===== src/rtl/vga_output_stage.sv =====
// vga_output_stage: final pixel stage ahead of the uo_out pins.
// Reduces 3-bit channels to 2 bits with an ordered dither whose phase comes
// only from sync edges, can substitute a colour-bar pattern switched at frame
// boundaries, blanks outside active video and keeps syncs aligned with colour.
module vga_output_stage #(
    parameter bit TEMPORAL = 1'b1
) (
    input  logic       clk,
    input  logic       rst_n,
    input  logic [2:0] rin,
    input  logic [2:0] gin,
    input  logic [2:0] bin,
    input  logic       visible,
    input  logic       hsync,
    input  logic       vsync,
    input  logic       test_en,
    output logic [7:0] uo_out
);

    // Previous sync levels for fall detection
    logic       hsPrev_q;
    logic       vsPrev_q;

    // Screen position and frame state
    logic       xpar_q, xpar_d;
    logic       ypar_q, ypar_d;
    logic       fpar_q, fpar_d;
    logic [9:0] xcnt_q, xcnt_d;
    logic       tpActive_q, tpActive_d;

    // Stage 1: selected colour, dither bit, visibility and syncs
    logic [2:0] s1Red_q, s1Green_q, s1Blue_q;
    logic       s1Dith_q;
    logic       s1Vis_q;
    logic       s1Hs_q;
    logic       s1Vs_q;

    // Stage 2: output register
    logic [7:0] uo_q, uo_d;

    logic       hsFall;
    logic       vsFall;
    logic       dithBit;
    logic [2:0] bar;
    logic [2:0] selRed, selGreen, selBlue;
    logic [1:0] outRed, outGreen, outBlue;

    assign hsFall  = hsPrev_q & ~hsync;
    assign vsFall  = vsPrev_q & ~vsync;
    assign dithBit = xpar_q ^ ypar_q ^ (TEMPORAL & fpar_q);
    assign bar     = xcnt_q[9:7];

    // Round the top two bits up when the dropped LSB is set on a dither-on pixel, stopping at 3
    function automatic logic [1:0] ditherChan(input logic [2:0] c, input logic d);
        logic [1:0] res;
        res = c[2:1];
        if (c[0] && d && (c[2:1] != 2'b11)) begin
            res = c[2:1] + 2'd1;
        end
        return res;
    endfunction

    // Next position/frame state; a clearing edge always beats a toggle or count
    always_comb begin
        xpar_d     = xpar_q;
        ypar_d     = ypar_q;
        fpar_d     = fpar_q;
        xcnt_d     = xcnt_q;
        tpActive_d = tpActive_q;
        if (hsFall) begin
            xpar_d = 1'b0;
            xcnt_d = 10'd0;
        end else if (visible) begin
            xpar_d = ~xpar_q;
            if (xcnt_q != 10'd1023) begin
                xcnt_d = xcnt_q + 10'd1;
            end
        end
        if (vsFall) begin
            ypar_d     = 1'b0;
            fpar_d     = ~fpar_q;
            tpActive_d = test_en;
        end else if (hsFall) begin
            ypar_d = ~ypar_q;
        end
    end

    // Colour source: bars from the pixel counter, or the compositor pass-through
    always_comb begin
        selRed   = rin;
        selGreen = gin;
        selBlue  = bin;
        if (tpActive_q) begin
            selRed   = {3{bar[2]}};
            selGreen = {3{bar[1]}};
            selBlue  = {3{bar[0]}};
        end
    end

    // Dither and blank the stage-1 pixel, then pack it with the delayed syncs
    always_comb begin
        outRed   = 2'b00;
        outGreen = 2'b00;
        outBlue  = 2'b00;
        if (s1Vis_q) begin
            outRed   = ditherChan(s1Red_q, s1Dith_q);
            outGreen = ditherChan(s1Green_q, s1Dith_q);
            outBlue  = ditherChan(s1Blue_q, s1Dith_q);
        end
        uo_d = {s1Hs_q, outBlue[0], outGreen[0], outRed[0],
                s1Vs_q, outBlue[1], outGreen[1], outRed[1]};
    end

    // Edge-detect registers and position state, idle on reset
    always_ff @(posedge clk) begin
        if (!rst_n) begin
            hsPrev_q   <= 1'b1;
            vsPrev_q   <= 1'b1;
            xpar_q     <= 1'b0;
            ypar_q     <= 1'b0;
            fpar_q     <= 1'b0;
            xcnt_q     <= 10'd0;
            tpActive_q <= 1'b0;
        end else begin
            hsPrev_q   <= hsync;
            vsPrev_q   <= vsync;
            xpar_q     <= xpar_d;
            ypar_q     <= ypar_d;
            fpar_q     <= fpar_d;
            xcnt_q     <= xcnt_d;
            tpActive_q <= tpActive_d;
        end
    end

    // Two-stage pixel pipeline; reset flushes both stages to blank with syncs high
    always_ff @(posedge clk) begin
        if (!rst_n) begin
            s1Red_q   <= 3'd0;
            s1Green_q <= 3'd0;
            s1Blue_q  <= 3'd0;
            s1Dith_q  <= 1'b0;
            s1Vis_q   <= 1'b0;
            s1Hs_q    <= 1'b1;
            s1Vs_q    <= 1'b1;
            uo_q      <= 8'h88;
        end else begin
            s1Red_q   <= selRed;
            s1Green_q <= selGreen;
            s1Blue_q  <= selBlue;
            s1Dith_q  <= dithBit;
            s1Vis_q   <= visible;
            s1Hs_q    <= hsync;
            s1Vs_q    <= vsync;
            uo_q      <= uo_d;
        end
    end

    assign uo_out = uo_q;

endmodule


===== config.mk =====
export PLATFORM = sky130hd
export DESIGN_NAME = vga_output_stage
export DESIGN_NICKNAME = d
export VERILOG_FILES = /design/src/rtl/vga_output_stage.sv
export SDC_FILE = /design/constraint.sdc
export NUM_CORES = 1
export LEC_CHECK = 0
export ABC_AREA = 1
export CELL_PAD_IN_SITES_DETAIL_PLACEMENT = 1
export CELL_PAD_IN_SITES_GLOBAL_PLACEMENT = 2
export CORE_UTILIZATION = 27
export DETAILED_ROUTE_END_ITERATION = 10
export PLACE_DENSITY_LB_ADDON = 0.3
export REMOVE_ABC_BUFFERS = 1
export SYNTH_ARGS = -nofsm -noshare
export SYNTH_HDL_FRONTEND = slang
export SYNTH_SLANG_ARGS = --single-unit
export TNS_END_PERCENT = 50

===== constraint.sdc =====
create_clock -name clk -period 1.5 [get_ports clk]
set_clock_uncertainty 0.2 [all_clocks]
set_input_delay 0.15 -clock clk [delete_from_list [all_inputs] [get_ports clk]]
set_output_delay 0.15 -clock clk [all_outputs]
set_load 0.01 [all_outputs]

==> metrics.md <==
| Metric | Value |
|---|---|
| Hold EP | s1Blue_q[0]$_SDFF_PN0_ |
| Leading area contributor after synthesis | dfxtp_1 |
| Crit start category | flop |
| Dpl ws | -0.159 ns |
| Post-Synthesis Cells | between 150 and 200 |
| Routed wire per std cell | 11.2 um |
| Placed insts | ~290 |
| Final setup viols | 0 |
| Register area share after synthesis | 0.478 |
| Peak supply drop | between 300 and 400 uV |
| Fraction of layout cells with a size suffix above 1 | 0.164 |
| R2R Path End | xcnt_q[3]$_SDFFE_PP0P_ |
| TritonRoute pass-1 iters | 3 |
| Core area | slightly above 0.005 mm^2 |
| Final hold vios | 0 |
| Synth top area share | 0.478 |
| Initial antenna violation count | 0 |
| Cell-by-cell trace of the critical path | clkdlybuf4s50_1 |
| Synth warn | 0 |
| Via density per instance | 4.35 |
| Gpl congestion | 0.786 |
| Design Area, Final | roughly 0.0020 mm^2 |
| RSZ-0062 raised after global routing | yes |
| Area growth, synth to finish | 35.7% |
| Max Freq | slightly below 700 MHz |
| Total track usage | 0.134 |
| Post-synthesis compound-gate area fraction | 0.106 |
| R2R setup slack | ~0.06 ns |
| Kind of critical path | reg -> out |
| Pleak | 0.903 nW |
| Status | completed |
| Worst-path clk slew | approximately 0.070 ns |
| Simple-gate share of the synthesized area | 0.288 |
| IO Pins | 23 |
| Hold depth | 3 |
| IO Port Bufs | 22 |
| Reg2reg start | xcnt_q[1]$_SDFFE_PP0P_ |
| Setup Buffers After CTS | 0 |
| Die Height | between 70 and 80 um |
| Area after DPL | approximately 0.0019 mm^2 |
| Multi-input logic area | a little over 700 um^2 |
| CP Buf/Inv Count | 1 |
| Number of global-route vias before repair | 1266 |
| Std-Cell Rows | 26 |
| Final period util | 0.973 |
| Post-route ant nets | 0 |
| Drt drc | 0 |
| Hold path start | bin[0] |
| Clock Latency Late Sink | approximately 0.28 ns |
| Critical Path Max Stage Delay | around 0.52 ns |
| Xor/xnor cell area share of the yosys netlist | 0.0418 |
| CP top delay family | buffers and inverters |
| Min Hold Slack | about 0.22 ns |
| Max_slew headroom | 0.819 |
| Slowest CP cell | clkdlybuf4s50_1 |
| First-pass GRT wire length | ~5600 um |
| Starting Density | 0.284 |
| Largest net degree at the start of global routing | 11 |
| CTS tree | done |
| Critical Path Sink Type | primary output |
| Syn_area_per_cell | just under 8 um^2 |
| Synth unique cells | 26 |
| Req. time, crit path | between 1 and 1.5 ns |
| Mapped Area | 0.00147 mm^2 |
| Fin util | 0.385 |
| Vias | between 1000 and 1500 |
| WP data arrival | ~1.1 ns |
| Hold Path Class | in -> reg |
| Largest family of logic cells by synthesized area | simple AND/OR/NAND/NOR gates |
| Non-Filler Instances | ~300 |
| Hold Buf Count CTS | 0 |
| DRT iter0 DRCs | 42 |
| Die Wd | between 70 and 80 um |
| Clock tree buffer depth | 2 |
| Detailed Place HPWL | approximately 2600 um |
| Routed WL | roughly 3300 um |
| Max-slew violations | 0 |
| Adder-Cell Fraction of Synth Area | 0.0341 |
| Top post-synthesis cells by area | dfxtp_1 48%, nand2_1 14%, a21oi_1 6.1% |
| R2r worst-path depth | 7 |
| Die ar. | approximately 0.0057 mm^2 |
| Crit Path Max Fanout | 1 |
| Post-synthesis register bit count | 35 |
| Antenna diodes | 0 |
| Reg area | about 700 um^2 |
| H-tree levels | 2 |
| PwrDens | around 920 mW/mm^2 |
| Post-route worst setup slack | roughly 0.040 ns |
| Tmin final | between 1 and 1.5 ns |
| Grt ovf | 0 |
| Slew @ Worst Pin | about 0.27 ns |
| FILL cells | between 600 and 700 |
| CTS Buf Count | 5 |
| Root Buffer | clkbuf_8 |
| Multiplexer share of the synthesized area | 0 |
| Fin nets | about 240 |
| CTS sink cnt | 35 |
| Max-capacitance violation count | 0 |
## registers in the layout, summed over array words and instances (netlist names)
| signal | flops |
|---|---|
| s1Vs_q | 1 |
| xcnt_q | 10 |
| fpar_q | 1 |
| s1Vis_q | 1 |
| s1Green_q | 3 |
| xpar_q | 1 |
| uo_out | 8 |
| ypar_q | 1 |
| s1Red_q | 3 |
| s1Blue_q | 3 |
| s1Dith_q | 1 |
| s1Hs_q | 1 |
| tpActive_q | 1 |
## how the worst max path moves through the flow
stage | end | startpoint | cells after the start | slack, ns
6_report | uo_out[7] | uo_out[7]$_SDFF_PN1_ | 1 | 0.04
5_1_grt | xcnt_q[3]$_SDFFE_PP0P_ | xcnt_q[1]$_SDFFE_PP0P_ | 7 | -0.03
4_1_cts | uo_out[2] | uo_out[2]$_SDFF_PN0_ | 1 | 0.006
3_5_place_dp | xcnt_q[3]$_SDFFE_PP0P_ | visible | 5 | -0.16
3_3_place_gp | xcnt_q[4]$_SDFFE_PP0P_ | visible | 5 | -0.12
2_1_floorplan | xcnt_q[2]$_SDFFE_PP0P_ | xcnt_q[0]$_SDFFE_PP0P_ | 6 | 0.07
## cell families after synthesis
logic type | count (synthesis)
compound gates | 28
buf+inv | 20
xor+xnor | 7
simple gates | 94
flops | 35
fa+ha+maj | 4
## where the power goes
group	switching [mW]	internal, mW
Sequential	0.0219	0.969
Combinational	0.0923	0.0977
Clock	0.327	0.326
## layer usage
layer  vias up  part of all wire  track usage
li1        670                 -            -
met1       591              0.47        0.160
met2        19              0.48        0.226
met3         7             0.036       0.0357
met4         0             0.015       0.0617
met5         -                 0            0
## layout make-up
cell class / instances / area share
sequential: 35 / 0.353
timing repair buffer: 33 / 0.167
clock buffer: 7 / 0.0384
inverter: 17 / 0.0321
clock inverter: 1 / 0.00252
multi-input combinational: 133 / 0.362
tap: 70 / 0.0440
## cell usage in the layout (no fill, tap or decap), drive strengths merged
master and count:
clkdlybuf4s50 15, xnor2 3, nor2 20, nor3 4, buf 11, or2 2, xor2 4, ha 4
a21oi 22, nor3b 2, clkbuf 7, o21ai 6, nand4 1, dfxtp 35, inv 16, clkinv 2
nand3b 1, nand3 8, nand2 56, dlymetal6s2s 7
## what timing repair did
item | in CTS | in global routing
setup endpoints to repair | 5 | 16
pin swaps | 0 | 4
gates cloned | 0 | 0
gates resized for setup | 1 | 14
## cells in the mapped netlist, drive strengths merged
| cell | number |
|---|---|
| nand3 | 8 |
| ha | 4 |
| nand4 | 1 |
| nand2 | 56 |
| or2 | 2 |
| a21oi | 22 |
| inv | 16 |
| dfxtp | 35 |
| nor3b | 2 |
| o21ai | 6 |
| nor3 | 4 |
| xnor2 | 3 |
| xor2 | 4 |
| buf | 2 |
| nand3b | 1 |
| nor2 | 20 |
| clkinv | 1 |
| clkbuf | 1 |
## through the flow
stage          setup TNS [ns]  total power [mW]
2_1_floorplan               0              1.10
3_3_place_gp           -0.804              1.20
3_5_place_dp           -0.988              1.20
4_1_cts                     0              1.87
5_1_grt                -0.102              1.95
6_report                    0              1.83
Note: power is estimated with default switching activity, not from simulation.
==> variant 1: new RTL, same settings <==
Change the parameter `TEMPORAL` from 1'b1 to 1'b0.
--- a/src/rtl/vga_output_stage.sv
+++ b/src/rtl/vga_output_stage.sv
@@ -3,7 +3,7 @@
 // only from sync edges, can substitute a colour-bar pattern switched at frame
 // boundaries, blanks outside active video and keeps syncs aligned with colour.
 module vga_output_stage #(
-    parameter bit TEMPORAL = 1'b1
+    parameter bit TEMPORAL = 1'b0
 ) (
     input  logic       clk,
     input  logic       rst_n,
Function: changed (a bounded check fails within 4 cycles, from zero or initial values and one cycle with rst_n low).
==> variant 1 against the original RTL <==
Cell count increased by 3.7%. Routed wire length increased by 7.8%. Setup slack improved by 24 ps. Synthesized area decreased by 1.4%. Sequential cell count decreased by 1. Cell area increased by 3.2%. Global-route usage increased by 1.9 points. Power increased by 19%. Critical path type is now register to register. Largest cell class unchanged. Largest power group is now the clock network. Highest routed layer unchanged.
==> variant 1: results (changes against the original RTL) <==
* Vias in the first global route at 1433 (was 1266)
* CP max FO at 6 (was 1)
* DR vias at 1349 (was 1287)
* VDD IR max at 0.000400 V (was 0.000346 V)
* Internal power at 1.73 mW (was 1.39 mW)
* Leakage at 0.964 nW (was 0.903 nW)
* Initial DRC count at 26 (was 42)
* GRT Total Usage at 0.153 (was 0.134)
* Largest net degree at the start of global routing at 12 (was 11)
* DR pass1 iterations at 4 (was 3)
* Port bufs at 22 (unchanged)
* Worst r2r path cells at 8 (was 7)
* Nets@finish at 255 (was 244)
* WP data arrival at 1460 ps (was 1110 ps)
* Beginning of the worst hold path: hsync (was bin[0])
* Hold WC Path Type: input port to register (unchanged)
* Synth area leaders: dfxtp_1 (47%), nand2_1 (15%), a21oi_1 (6.6%) (was dfxtp_1 (48%), nand2_1 (14%), a21oi_1 (6.1%))
* Worst-Margin Slew at 247 ps (was 271 ps)
* Status: completed (unchanged)
* Max Root-Sink Buffers at 2 (unchanged)
* Drt wl/cell at 11.7 µm (was 11.2 µm)
* Met2 Use GR at 0.278 (was 0.226)
* Dominant synthesized flop cell: dfxtp_1 (unchanged)
* Count of cell types in the netlist at 23 (was 26)
* Post-synth ARST share at 0 (unchanged)
* First-pass GRT wire length at 6400 µm (was 5600 µm)
* Clk pwr share at 0.487 (was 0.356)
* Placed insts at 296 (was 288)
* Compound-Gate Fraction of Synth Area at 0.0796 (was 0.106)
* Avg Inst Size Synth at 7.38 µm² (was 7.80 µm²)
* DP HPWL at 2700 µm (was 2560 µm)
* Yosys warns at 0 (unchanged)
* Seq/Total Area, Yosys at 0.471 (was 0.478)
* Adder-Cell Fraction of Synth Area at 0.0346 (was 0.0341)
* Placed instance area at 1810 µm² (was 1860 µm²)
* Synth top cells by count: nand2_1 (56), dfxtp_1 (34), nor2_1 (24) (was nand2_1 (53), dfxtp_1 (35), a21oi_1 (18))
* Critical path's largest stage delay at 360 ps (was 520 ps)
* Largest Register: xcnt_q (unchanged)
* Hold Path Sink: s1Hs_q (was s1Blue_q[0])
* Critical Path Slowest Stage Cell: dfxtp_2 (was clkdlybuf4s50_1)
* Vias per inst at 4.39 (was 4.35)
* RePlAce Congestion at 0.688 (was 0.786)
* Share of cells above drive strength 1 at 0.177 (was 0.164)
* M1 GR Usage at 0.167 (was 0.160)
* Seq. pwr at 0.957 mW (was 0.991 mW)
* GR Util met3 at 0.0442 (was 0.0357)
* Sequential share of power at 0.439 (was 0.541)
* Crit-path leading delay family: simple AND/OR/NAND/NOR gates (was buffers and inverters)
* Place WS at -53.4 ps (was -159 ps)
* Synth Area in XOR/XNOR at 0.0242 (was 0.0418)
-- variant 1: area by class of cell --
cell class                      instances  area [µm²]
Clock buffer                            6        82.6
Clock inverter                          2        60.1
Fill cell                             658        3090
Inverter                               20        75.1
Multi-Input combinational cell        139         718
Sequential cell                        34         684
Tap cell                               70        87.6
Timing Repair Buffer                   36         345
-- variant 1: logic make-up (layout without fill, tap and decap cells) --
family | count (synthesis) | in the layout
compound gates | 23 | 23
xor+xnor | 4 | 4
fa+ha+maj | 4 | 4
buf+inv | 24 | 64
flops | 34 | 34
simple gates | 107 | 108
-- variant 1: worst max-delay path by stage --
stage	slack, ps	endpoint
after floorplan	70	xcnt_q[2]
after global placement	-10	xcnt_q[4]
after detailed placement	-50	xcnt_q[0]
after CTS	2	uo_out[6]
after global routing	-50	xcnt_q[8]
final	60	xcnt_q[3]
-- variant 1: layer usage --
metal,vias to the layer above,wire length (µm)
met4,0,56
li1,698,-
met5,-,0
met3,7,141
met1,625,1600
met2,19,1780
-- variant 1: through the flow --
stage          hold WS (ps)  TNS, ps   util
2_1_floorplan          18.7        0      -
3_3_place_gp            225    -14.0  0.353
3_5_place_dp            228     -167  0.353
4_1_cts                 211        0  0.387
5_1_grt                 230    -78.2  0.399
6_report                216        0  0.399
-- variant 1: timing repair --
item                       CTS  global route
setup endpoints to repair    5            18
gates cloned                 1             0
setup buffers                1             1
gates resized for setup      6            17
pin swaps                    3             4
-- variant 1: worst min-delay path: stages --
cell and delay [ps]:
clkdlybuf4s50_1 400, inv_1 70, nand2_1 40
==> variant 2: new RTL, config.mk and constraints unchanged <==
Without the edit above. The output `uo_out` loses its register stage (`uo_q` becomes a continuous assignment).
--- a/src/rtl/vga_output_stage.sv
+++ b/src/rtl/vga_output_stage.sv
@@ -142,7 +142,6 @@
             s1Vis_q   <= 1'b0;
             s1Hs_q    <= 1'b1;
             s1Vs_q    <= 1'b1;
-            uo_q      <= 8'h88;
         end else begin
             s1Red_q   <= selRed;
             s1Green_q <= selGreen;
@@ -151,9 +150,10 @@
             s1Vis_q   <= visible;
             s1Hs_q    <= hsync;
             s1Vs_q    <= vsync;
-            uo_q      <= uo_d;
         end
     end
+
+    assign uo_q = uo_d;
 
     assign uo_out = uo_q;
 
Check against the original RTL: not equivalent (a bounded check fails within 4 cycles, from zero or initial values and one cycle with rst_n low).
==> variant 2 against the original RTL <==
Utilization grew 3.3 points. Routed wire length up 5.9%. The flow now finishes with violations (setup timing). Clock power fell by 36%. Cell count down 8.4%. Synthesized area fell by 14%. Cell area decreased by 7.4%. Largest cell class unchanged. Non-clock buffer count rose by 13. Sequential cell count down 8. Power shrank 23%. Combinational power rose by 8%. Critical path type unchanged. Worst hold slack better by 11 ps. Setup slack worse by 170 ps.
==> variant 2: results (changes against the original RTL) <==
* Status: finished, violations left (was completed)
* Failing checks: setup timing
* RePlAce Congestion at 0.759 (was 0.786)
* Worst r2r path cells at 8 (was 7)
* FILL cells at 560 (was 628)
* CP endpoint: uo_out[5] (was uo_out[7])
* Count of cell types in the netlist at 22 (was 26)
* R2R Setup Slk at 20 ps (was 60 ps)
* Drt wl/cell at 13.0 µm (was 11.2 µm)
* CP startpoint: s1Green_q[1] (was uo_out[7])
* H-tree depth at 1 (was 2)
* Inserted Clock Buffers at 3 (was 5)
* Multi-input gates at 128 (was 133)
* Critical path's largest stage delay at 350 ps (was 520 ps)
* Non-clk buf share at 0.202 (was 0.167)
* ClkCell Share at 0.0251 (was 0.0409)
* DR vias at 1274 (was 1287)
* Post-CTS Setup Bufs at 1 (was 0)
* Final worst setup slack at -129 ps (was 40.1 ps)
* CP max FO at 3 (was 1)
* WP data arrival at 1280 ps (was 1110 ps)
* Share of cells above drive strength 1 at 0.283 (was 0.164)
* Final setup fails at 6 (was 0)
* DP HPWL at 2710 µm (was 2560 µm)
* GRT Total Usage at 0.148 (was 0.134)
* Multi-input gate share of total cell area at 0.408 (was 0.362)
* Logic pwr share at 0.146 (was 0.104)
* Vias in the first global route at 1377 (was 1266)
* Seq/Total Area, Yosys at 0.429 (was 0.478)
* VDD IR max at 0.000290 V (was 0.000346 V)
-- variant 2: per-layer routing --
layer,track usage,vias up,share of wire
li1,-,647,-
met1,0.161,607,0.39
met2,0.297,17,0.58
met3,0.0173,3,0.022
met4,0.0333,0,0.0077
met5,0,-,0
-- variant 2: stage by stage --
stage,instances,hold slack (ps),setup WS [ps],cell area [µm²],TNS (ps)
floorplan,169,18.7,93.3,1230,0
detailed placement,263,294,-334,1670,-2090
global placement,263,269,-232,1670,-1330
finish,271,232,-129,1840,-542
CTS,268,224,-104,1780,-585
global route,271,231,-186,1840,-1090
-- variant 2: cells by family after synthesis --
| logic type | Yosys count | synth area share |
|---|---|---|
| buf+inv | 18 | 0.0616 |
| flops | 27 | 0.429 |
| compound gates | 34 | 0.137 |
| fa+ha+maj | 4 | 0.0397 |
| xor+xnor | 6 | 0.0417 |
| simple gates | 84 | 0.291 |
